### src/rtl/gty_evr_link_ctrl.sv
// gty_evr_link_ctrl: bring-up and supervision sequencer for the single-lane EVR GTY transceiver
//   clk_freerun_in / reset_n_in   : free-running wizard reset clock, async active-low reset
//   gtpowergood_in .. rx_err_in   : async GT status, each passed through SYNC_STAGES flops
//   force_reset_in                : sync software request for a full reset
//   gtwiz_reset_all_out           : wizard reset-all request
//   gtwiz_reset_rx_datapath_out   : wizard RX datapath reset request
//   rxcommaalignen_out            : comma-align enable (M and P)
//   link_up_out                   : link qualified for the event decoder
//   state_out                     : current state encoding
//   link_drop_cnt_out             : exits from LINK_UP, saturating
//   full_reset_cnt_out            : entries to RESET_ALL, saturating
module gty_evr_link_ctrl #(
  parameter int SYNC_STAGES        = 2,
  parameter int RESET_PULSE_CYCLES = 16,
  parameter int TIMEOUT_CYCLES     = 100000,
  parameter int ERR_WINDOW_CYCLES  = 65536,
  parameter int ERR_THRESHOLD      = 8,
  parameter int MAX_RX_RETRIES     = 4
) (
  input  logic        clk_freerun_in,
  input  logic        reset_n_in,
  input  logic        gtpowergood_in,
  input  logic        cplllock_in,
  input  logic        reset_tx_done_in,
  input  logic        reset_rx_done_in,
  input  logic        rx_cdr_stable_in,
  input  logic        rxbyteisaligned_in,
  input  logic        rx_err_in,
  input  logic        force_reset_in,
  output logic        gtwiz_reset_all_out,
  output logic        gtwiz_reset_rx_datapath_out,
  output logic        rxcommaalignen_out,
  output logic        link_up_out,
  output logic [2:0]  state_out,
  output logic [15:0] link_drop_cnt_out,
  output logic [15:0] full_reset_cnt_out
);
  localparam int CMAX = (TIMEOUT_CYCLES > RESET_PULSE_CYCLES) ?
                        ((TIMEOUT_CYCLES > ERR_WINDOW_CYCLES) ? TIMEOUT_CYCLES : ERR_WINDOW_CYCLES) :
                        ((RESET_PULSE_CYCLES > ERR_WINDOW_CYCLES) ? RESET_PULSE_CYCLES : ERR_WINDOW_CYCLES);
  localparam int CW = $clog2(CMAX + 1);
  localparam int EW = $clog2(ERR_THRESHOLD + 1);
  localparam int RW = $clog2(MAX_RX_RETRIES + 1);

  typedef enum logic [2:0] {
    S_POWER_WAIT = 3'd0,
    S_RESET_ALL  = 3'd1,
    S_WAIT_PLL   = 3'd2,
    S_WAIT_RX    = 3'd3,
    S_WAIT_ALIGN = 3'd4,
    S_LINK_UP    = 3'd5,
    S_RX_RESET   = 3'd6
  } state_t;

  // Reset asserts asynchronously but releases on a clock edge.
  logic [1:0] r_rst_sync;
  logic       w_rst_n;
  assign w_rst_n = r_rst_sync[1];
  always_ff @(posedge clk_freerun_in or negedge reset_n_in)
    if (!reset_n_in) r_rst_sync <= 2'b00;
    else r_rst_sync <= {r_rst_sync[0], 1'b1};

  logic [6:0] w_async, w_s;
  logic [SYNC_STAGES-1:0][6:0] r_sync;
  assign w_async = {rx_err_in, rxbyteisaligned_in, rx_cdr_stable_in, reset_rx_done_in,
                    reset_tx_done_in, cplllock_in, gtpowergood_in};
  assign w_s = r_sync[SYNC_STAGES-1];
  always_ff @(posedge clk_freerun_in or negedge w_rst_n)
    if (!w_rst_n) r_sync <= '0;
    else r_sync <= {r_sync[SYNC_STAGES-2:0], w_async};

  logic w_pgood, w_lock, w_txd, w_rxd, w_cdr, w_aligned, w_err;
  assign {w_err, w_aligned, w_cdr, w_rxd, w_txd, w_lock, w_pgood} = w_s;

  state_t        r_state, w_next;
  logic [CW-1:0] r_cnt;
  logic [EW-1:0] r_err_cnt;
  logic [RW-1:0] r_retry;
  logic          r_err_d, r_reset_all, r_rx_dp, r_align_en, r_link_up;
  logic [15:0]   r_drop_cnt, r_full_cnt;
  logic          w_restart, w_entry, w_err_rise, w_err_full, w_retry_max, w_tmo, w_pulse_done, w_wrap;

  // r_cnt is shared: pulse width in the reset states, timeout in WAIT_*, error window in LINK_UP.
  assign w_err_rise   = w_err & ~r_err_d;
  assign w_err_full   = r_err_cnt == EW'(ERR_THRESHOLD);
  assign w_retry_max  = r_retry == RW'(MAX_RX_RETRIES);
  assign w_tmo        = r_cnt == CW'(TIMEOUT_CYCLES - 1);
  assign w_pulse_done = r_cnt == CW'(RESET_PULSE_CYCLES - 1);
  assign w_wrap       = r_cnt == CW'(ERR_WINDOW_CYCLES - 1);

  always_comb begin
    w_next = r_state;
    w_restart = 1'b0;
    if (!w_pgood) w_next = S_POWER_WAIT;
    else if (force_reset_in && r_state != S_POWER_WAIT) begin
      w_next = S_RESET_ALL;
      w_restart = 1'b1;
    end else if (!w_lock && r_state == S_LINK_UP) w_next = S_RESET_ALL;
    else case (r_state)
      S_POWER_WAIT: w_next = S_RESET_ALL;
      S_RESET_ALL:  w_next = w_pulse_done ? S_WAIT_PLL : S_RESET_ALL;
      S_WAIT_PLL:   w_next = (w_lock && w_txd) ? S_WAIT_RX : w_tmo ? S_RESET_ALL : S_WAIT_PLL;
      S_WAIT_RX:    w_next = (w_rxd && w_cdr) ? S_WAIT_ALIGN : w_tmo ? S_RX_RESET : S_WAIT_RX;
      S_WAIT_ALIGN: w_next = w_aligned ? S_LINK_UP : w_tmo ? S_RX_RESET : S_WAIT_ALIGN;
      S_LINK_UP:    w_next = (!w_aligned || w_err_full) ? S_RX_RESET : S_LINK_UP;
      // An RX reset entered with retries exhausted carries no datapath pulse and escalates.
      S_RX_RESET:   w_next = !r_rx_dp ? S_RESET_ALL : w_pulse_done ? S_WAIT_RX : S_RX_RESET;
      default:      w_next = S_POWER_WAIT;
    endcase
  end
  assign w_entry = (w_next != r_state) || w_restart;

  always_ff @(posedge clk_freerun_in or negedge w_rst_n)
    if (!w_rst_n) begin
      r_state     <= S_POWER_WAIT;
      r_cnt       <= '0;
      r_err_d     <= 1'b0;
      r_err_cnt   <= '0;
      r_retry     <= '0;
      r_reset_all <= 1'b1;
      r_rx_dp     <= 1'b0;
      r_align_en  <= 1'b0;
      r_link_up   <= 1'b0;
      r_drop_cnt  <= '0;
      r_full_cnt  <= '0;
    end else begin
      r_state     <= w_next;
      r_cnt       <= (w_entry || (r_state == S_LINK_UP && w_wrap)) ? '0 : r_cnt + CW'(1);
      r_err_d     <= w_err;
      // An error on the wrap cycle opens the new window with a count of one.
      r_err_cnt   <= w_entry ? '0 : (r_state != S_LINK_UP) ? r_err_cnt :
                     w_wrap ? EW'(w_err_rise) : (w_err_rise && !w_err_full) ? r_err_cnt + EW'(1) : r_err_cnt;
      r_retry     <= !w_entry ? r_retry : (w_next == S_RESET_ALL || w_next == S_LINK_UP) ? '0 :
                     (w_next == S_RX_RESET && !w_retry_max) ? r_retry + RW'(1) : r_retry;
      r_reset_all <= w_next == S_POWER_WAIT || w_next == S_RESET_ALL;
      r_rx_dp     <= w_next == S_RX_RESET && (w_entry ? !w_retry_max : r_rx_dp);
      r_align_en  <= w_next == S_WAIT_ALIGN || w_next == S_LINK_UP;
      r_link_up   <= w_next == S_LINK_UP;
      r_drop_cnt  <= (r_state == S_LINK_UP && w_next != S_LINK_UP && r_drop_cnt != 16'hFFFF) ?
                     r_drop_cnt + 16'd1 : r_drop_cnt;
      r_full_cnt  <= (w_entry && w_next == S_RESET_ALL && r_full_cnt != 16'hFFFF) ?
                     r_full_cnt + 16'd1 : r_full_cnt;
    end

  assign gtwiz_reset_all_out         = r_reset_all;
  assign gtwiz_reset_rx_datapath_out = r_rx_dp;
  assign rxcommaalignen_out          = r_align_en;
  assign link_up_out                 = r_link_up;
  assign state_out                   = r_state;
  assign link_drop_cnt_out           = r_drop_cnt;
  assign full_reset_cnt_out          = r_full_cnt;
endmodule

### config.mk
export PLATFORM = sky130hd
export DESIGN_NAME = gty_evr_link_ctrl
export DESIGN_NICKNAME = d
export VERILOG_FILES = /design/src/rtl/gty_evr_link_ctrl.sv
export SDC_FILE = /design/constraint.sdc
export NUM_CORES = 1
export LEC_CHECK = 0
export BUFFER_PORTS_ARGS = -buffer_cell sky130_fd_sc_hd__clkbuf_2
export CAP_MARGIN = 20
export CORE_ASPECT_RATIO = 1.4
export CORE_MARGIN = 5
export CORE_UTILIZATION = 55
export DETAILED_ROUTE_END_ITERATION = 12
export PLACE_DENSITY = 0.84
export SYNTH_ARGS = -nofsm -noshare
export SYNTH_HDL_FRONTEND = slang
export SYNTH_SLANG_ARGS = --single-unit
### constraint.sdc
create_clock -name clk_freerun_in -period 4.2 [get_ports clk_freerun_in]
set_clock_uncertainty 0.15 [all_clocks]
set_input_delay 0.63 -clock clk_freerun_in [delete_from_list [all_inputs] [get_ports clk_freerun_in]]
set_output_delay 0.63 -clock clk_freerun_in [all_outputs]
set_load 0.02 [all_outputs]
==> summary.md <==
| Metric | Value |
|---|---|
| Run status | `finished, final reports clean` |
| Min-delay src | `r_sync[2]` |
| Number of distinct standard cells referenced by the synthesized netlist | `57` |
| GRT Total Usage | `20.11%` |
| Switching part of the total | `28.21%` |
| Largest cells by area after synthesis | `sky130_fd_sc_hd__dfrtp_1, sky130_fd_sc_hd__xnor2_1, sky130_fd_sc_hd__nor2_1, sky130_fd_sc_hd__nand3_1, sky130_fd_sc_hd__nand2_1` |
| Std-Cell Core Area | `6937 um^2` |
| Area occupied by multi-input gates | `1784 um^2` |
| 1st-iter DRT viols | `273` |
| Clock tree from TritonCTS | `done` |
| Accumulated negative setup slack | `0 ns` |
| Clock insertion delay at the later pin of the skew report | `0.36 ns` |
| Commonest non-fill, non-tap cell in the layout | `sky130_fd_sc_hd__dfrtp_1` |
| Die outline width | `81.27 um` |
| Final HPWL from detailed placement | `5.705 mm` |
| Number of antenna cells inserted | `0` |
| Share of flip-flops with an asynchronous set or reset | `100.0%` |
| Cell Int Power | `1.109 mW` |
| Final Hold Violating Endpoints | `0` |
| Count of H-tree levels built during CTS | `3` |
| Initial core utilization | `56.39%` |
| Share of the yosys chip area belonging to registers | `51.22%` |
| CP required | `4.33 ns` |
| Reg-to-Reg Start | `state_out[0]` |
| Switching power | `0.4357 mW` |
| PortBufs | `48` |
| Area share of the largest cell type after synthesis | `50.54%` |
| Synthesized instance count | `378` |
| FF+latch count, synth | `80` |
| Average vias per placed instance | `5.685` |
| Count of hold-fix buffers inserted at cts | `1` |
| Worst Path Max Fanout | `20` |
| Count of standard-cell rows | `36` |
| Clk slew on worst S/H paths | `0.08 ns` |
| Sequential power share | `56.3%` |
| Worst reg-to-reg path cell count | `8` |
| Synth Warn # | `0` |
| Final ANT Viol Nets | `0` |
| Launch point of the worst path | `state_out[0]` |
| Global placement routability congestion | `0.9340` |
| Synthesized cell area | `3911 um^2` |
| Average size of a mapped cell | `10.35 um^2` |
| CP endpoint | `full_reset_cnt_out[15]` |
| Pins over their slew limit | `0` |
| Die area | `8922 um^2` |
| Die extent in y | `109.8 um` |
| Static Leakage | `1.994 nW` |
| Final WS setup | `0.7304 ns` |
| Part of the power in the clock network | `32.4%` |
| Number of optimization iterations in the first detailed-route pass | `5` |
| Vias post-DR | `2973` |
| Placement Setup Slack | `0.7972 ns` |
| Commonest non-fill, non-tap cells in the layout | `sky130_fd_sc_hd__dfrtp_1, sky130_fd_sc_hd__clkbuf_2, sky130_fd_sc_hd__nor2_1` |
| Launching element type of the critical path | `flip-flop` |
| Slew headroom | `31.26%` |
| Buffer type at the clock tree root | `sky130_fd_sc_hd__clkbuf_8` |
| Total number of clock tree sinks | `80` |
| Portion of total power attributed to combinational logic | `11.2%` |
| Number of gates resized after CTS | `0` |
| Power density relative to cell area | `352.0 nW/um^2` |
| Nets in the synthesized netlist | `396` |
| Pin count of the biggest net entering global routing | `79` |
| Total length of routed wires | `7.992 mm` |
| Yosys top cell by area | `sky130_fd_sc_hd__dfrtp_1` |
| # DRC | `0` |
| Kind of critical path | `reg -> reg` |
| Post CTS Setup Buffer Count | `0` |
| Total CTS buffers | `9` |
| Final worst path period need | `3.470 ns` |
| Max cap viols | `0` |
| Global-route wire length before repair | `13.68 mm` |
| Worst path arrival time | `3.60 ns` |
| Critical Path Sink Type | `flip-flop` |
| Layout Area Growth over Synthesis | `12.19%` |
| Unrepaired setup endpoints after global routing | `false` |
| Detailed-route wire length per cell | `15.28 um` |
| Period utilization | `82.61%` |
| Share of layout cells above drive strength 1 | `19.39%` |
| Peak ir drop on the vdd network | `0.3372 mV` |
| Seq. cell area | `2007 um^2` |
| RR Endpoint | `full_reset_cnt_out[15]` |
| Primary flip-flop cell chosen by synthesis mapping | `sky130_fd_sc_hd__dfrtp_1` |
| Ports placed on the boundary | `49` |
| Overall overflow remaining after global route | `0` |
| Setup-violating endpoint count in the final report | `0` |
| Count of flip-flops with a built-in enable after synthesis | `0` |
| Highest clock frequency the design can meet | `288.2 MHz` |
| Worst setup slack for register-to-register paths | `0.73 ns` |
| Slew at the pin with the worst max-slew slack | `1.031 ns` |
| Number of nets in the finished design | `441` |
| Hold crit path type | `reg -> reg` |
| Initial antenna violation count | `0` |
| Max clock buf depth | `2` |
| Count of filler cells inserted in the layout | `554` |
| Vias in the first global route | `2862` |
==> flip-flops by register name, indices dropped and copies added (netlist names), 2 cells and up <==
signal and cells:
w_s 7, r_cnt 17, link_drop_cnt_out 16, r_sync 7
full_reset_cnt_out 16, state_out 3, r_rst_sync 2, r_retry 3
r_err_cnt 4
==> power groups by stage <==
stage | Combinational (mW) | Sequential (mW) | Clock [mW]
2_1_floorplan | 0.0961 | 0.901 | 0
3_3_place_gp | 0.167 | 0.883 | 0
3_5_place_dp | 0.170 | 0.885 | 0
4_1_cts | 0.176 | 0.870 | 0.512
5_1_grt | 0.194 | 0.880 | 0.543
6_report | 0.173 | 0.870 | 0.501
==> synth_stat cells (2+ instances only) <==
master                      count
sky130_fd_sc_hd__a22oi_1        2
sky130_fd_sc_hd__buf_2          9
sky130_fd_sc_hd__o21ai_0        7
sky130_fd_sc_hd__mux2_2         2
sky130_fd_sc_hd__and4_1         3
sky130_fd_sc_hd__a31oi_1        4
sky130_fd_sc_hd__inv_1         12
sky130_fd_sc_hd__and2_1         4
sky130_fd_sc_hd__nand4_1       14
sky130_fd_sc_hd__xor2_1        12
sky130_fd_sc_hd__a21oi_1        8
sky130_fd_sc_hd__a21o_1         2
sky130_fd_sc_hd__nand3b_1       3
sky130_fd_sc_hd__nor2b_1        4
sky130_fd_sc_hd__o21a_1         2
sky130_fd_sc_hd__ha_1           8
sky130_fd_sc_hd__or2_2          2
sky130_fd_sc_hd__nand3_1       26
sky130_fd_sc_hd__xnor2_1       31
sky130_fd_sc_hd__clkbuf_1       5
sky130_fd_sc_hd__nor4_1         3
sky130_fd_sc_hd__dfrtp_1       79
sky130_fd_sc_hd__nand2b_1       6
sky130_fd_sc_hd__mux2i_1        4
sky130_fd_sc_hd__nor3_1         4
sky130_fd_sc_hd__a31oi_2        2
sky130_fd_sc_hd__nor2_1        35
sky130_fd_sc_hd__or3_1          2
sky130_fd_sc_hd__nor3_2         5
sky130_fd_sc_hd__o211ai_1       2
sky130_fd_sc_hd__or4_1          2
sky130_fd_sc_hd__a211o_1        2
sky130_fd_sc_hd__nor3b_1        4
sky130_fd_sc_hd__o2111ai_1      2
sky130_fd_sc_hd__and3_1        14
sky130_fd_sc_hd__nand2_1       31
==> metrics by stage <==
step / power (mW) / instance area (um^2) / util [%] / hold WS, ns / cells
5_1_grt: 1.617 / 4388 / 63.26 / 0.2087 / 523
6_report: 1.545 / 4388 / 63.26 / 0.2005 / 523
3_5_place_dp: 1.055 / 4203 / 60.59 / 0.1847 / 506
4_1_cts: 1.557 / 4388 / 63.26 / 0.2018 / 523
2_1_floorplan: 0.9971 / 3911 / - / 0.1812 / 378
3_3_place_gp: 1.050 / 4203 / 60.59 / 0.1834 / 506
==> layout make-up <==
cell class | instances | area share, %
clock buffer | 12 | 3.308
clock inverter | 4 | 0.6843
inverter | 12 | 1.027
multi-input combinational | 270 | 40.66
sequential | 80 | 45.74
tap | 95 | 2.709
timing repair buffer | 50 | 5.874
==> how the worst min path moves through the flow <==
stage | cells after the start | endpoint
after detailed placement | 0 | w_s[3]
final | 0 | w_s[2]
after global routing | 1 | r_sync[4]
after floorplan | 0 | r_rst_sync[0]
after CTS | 0 | w_s[4]
after global placement | 0 | w_s[5]
==> cell families after synthesis <==
family / share of synthesized area, %
adder cells (fa/ha/maj): 2.559
AO/OA/AOI/OAI: 7.933
flip-flops: 51.22
buffers and inverters: 3.167
XOR/XNOR: 9.629
other: 0.09588
AND/OR/NAND/NOR: 23.80
multiplexers: 1.599
==> metal layers <==
metal / global-route usage (%) / share of wire (%) / vias up
met4: 11.11 / 3.3 / 0
met1: 25.51 / 41 / 1434
met2: 32.23 / 50 / 96
met3: 3.607 / 5.1 / 23
met5: 0 / 0 / -
li1: - / - / 1420
==> worst max-delay path: stages, from the launching register on <==
cell                       delay, ns
sky130_fd_sc_hd__dfrtp_1        0.73
sky130_fd_sc_hd__nand4b_1       0.28
sky130_fd_sc_hd__o221ai_1       0.18
sky130_fd_sc_hd__a211oi_2       0.27
sky130_fd_sc_hd__a31oi_2        0.23
sky130_fd_sc_hd__or3b_1         0.56
sky130_fd_sc_hd__or3_1          0.57
sky130_fd_sc_hd__nor3_2         0.23
sky130_fd_sc_hd__xor2_1         0.19
(Power assumes the default switching activity.)
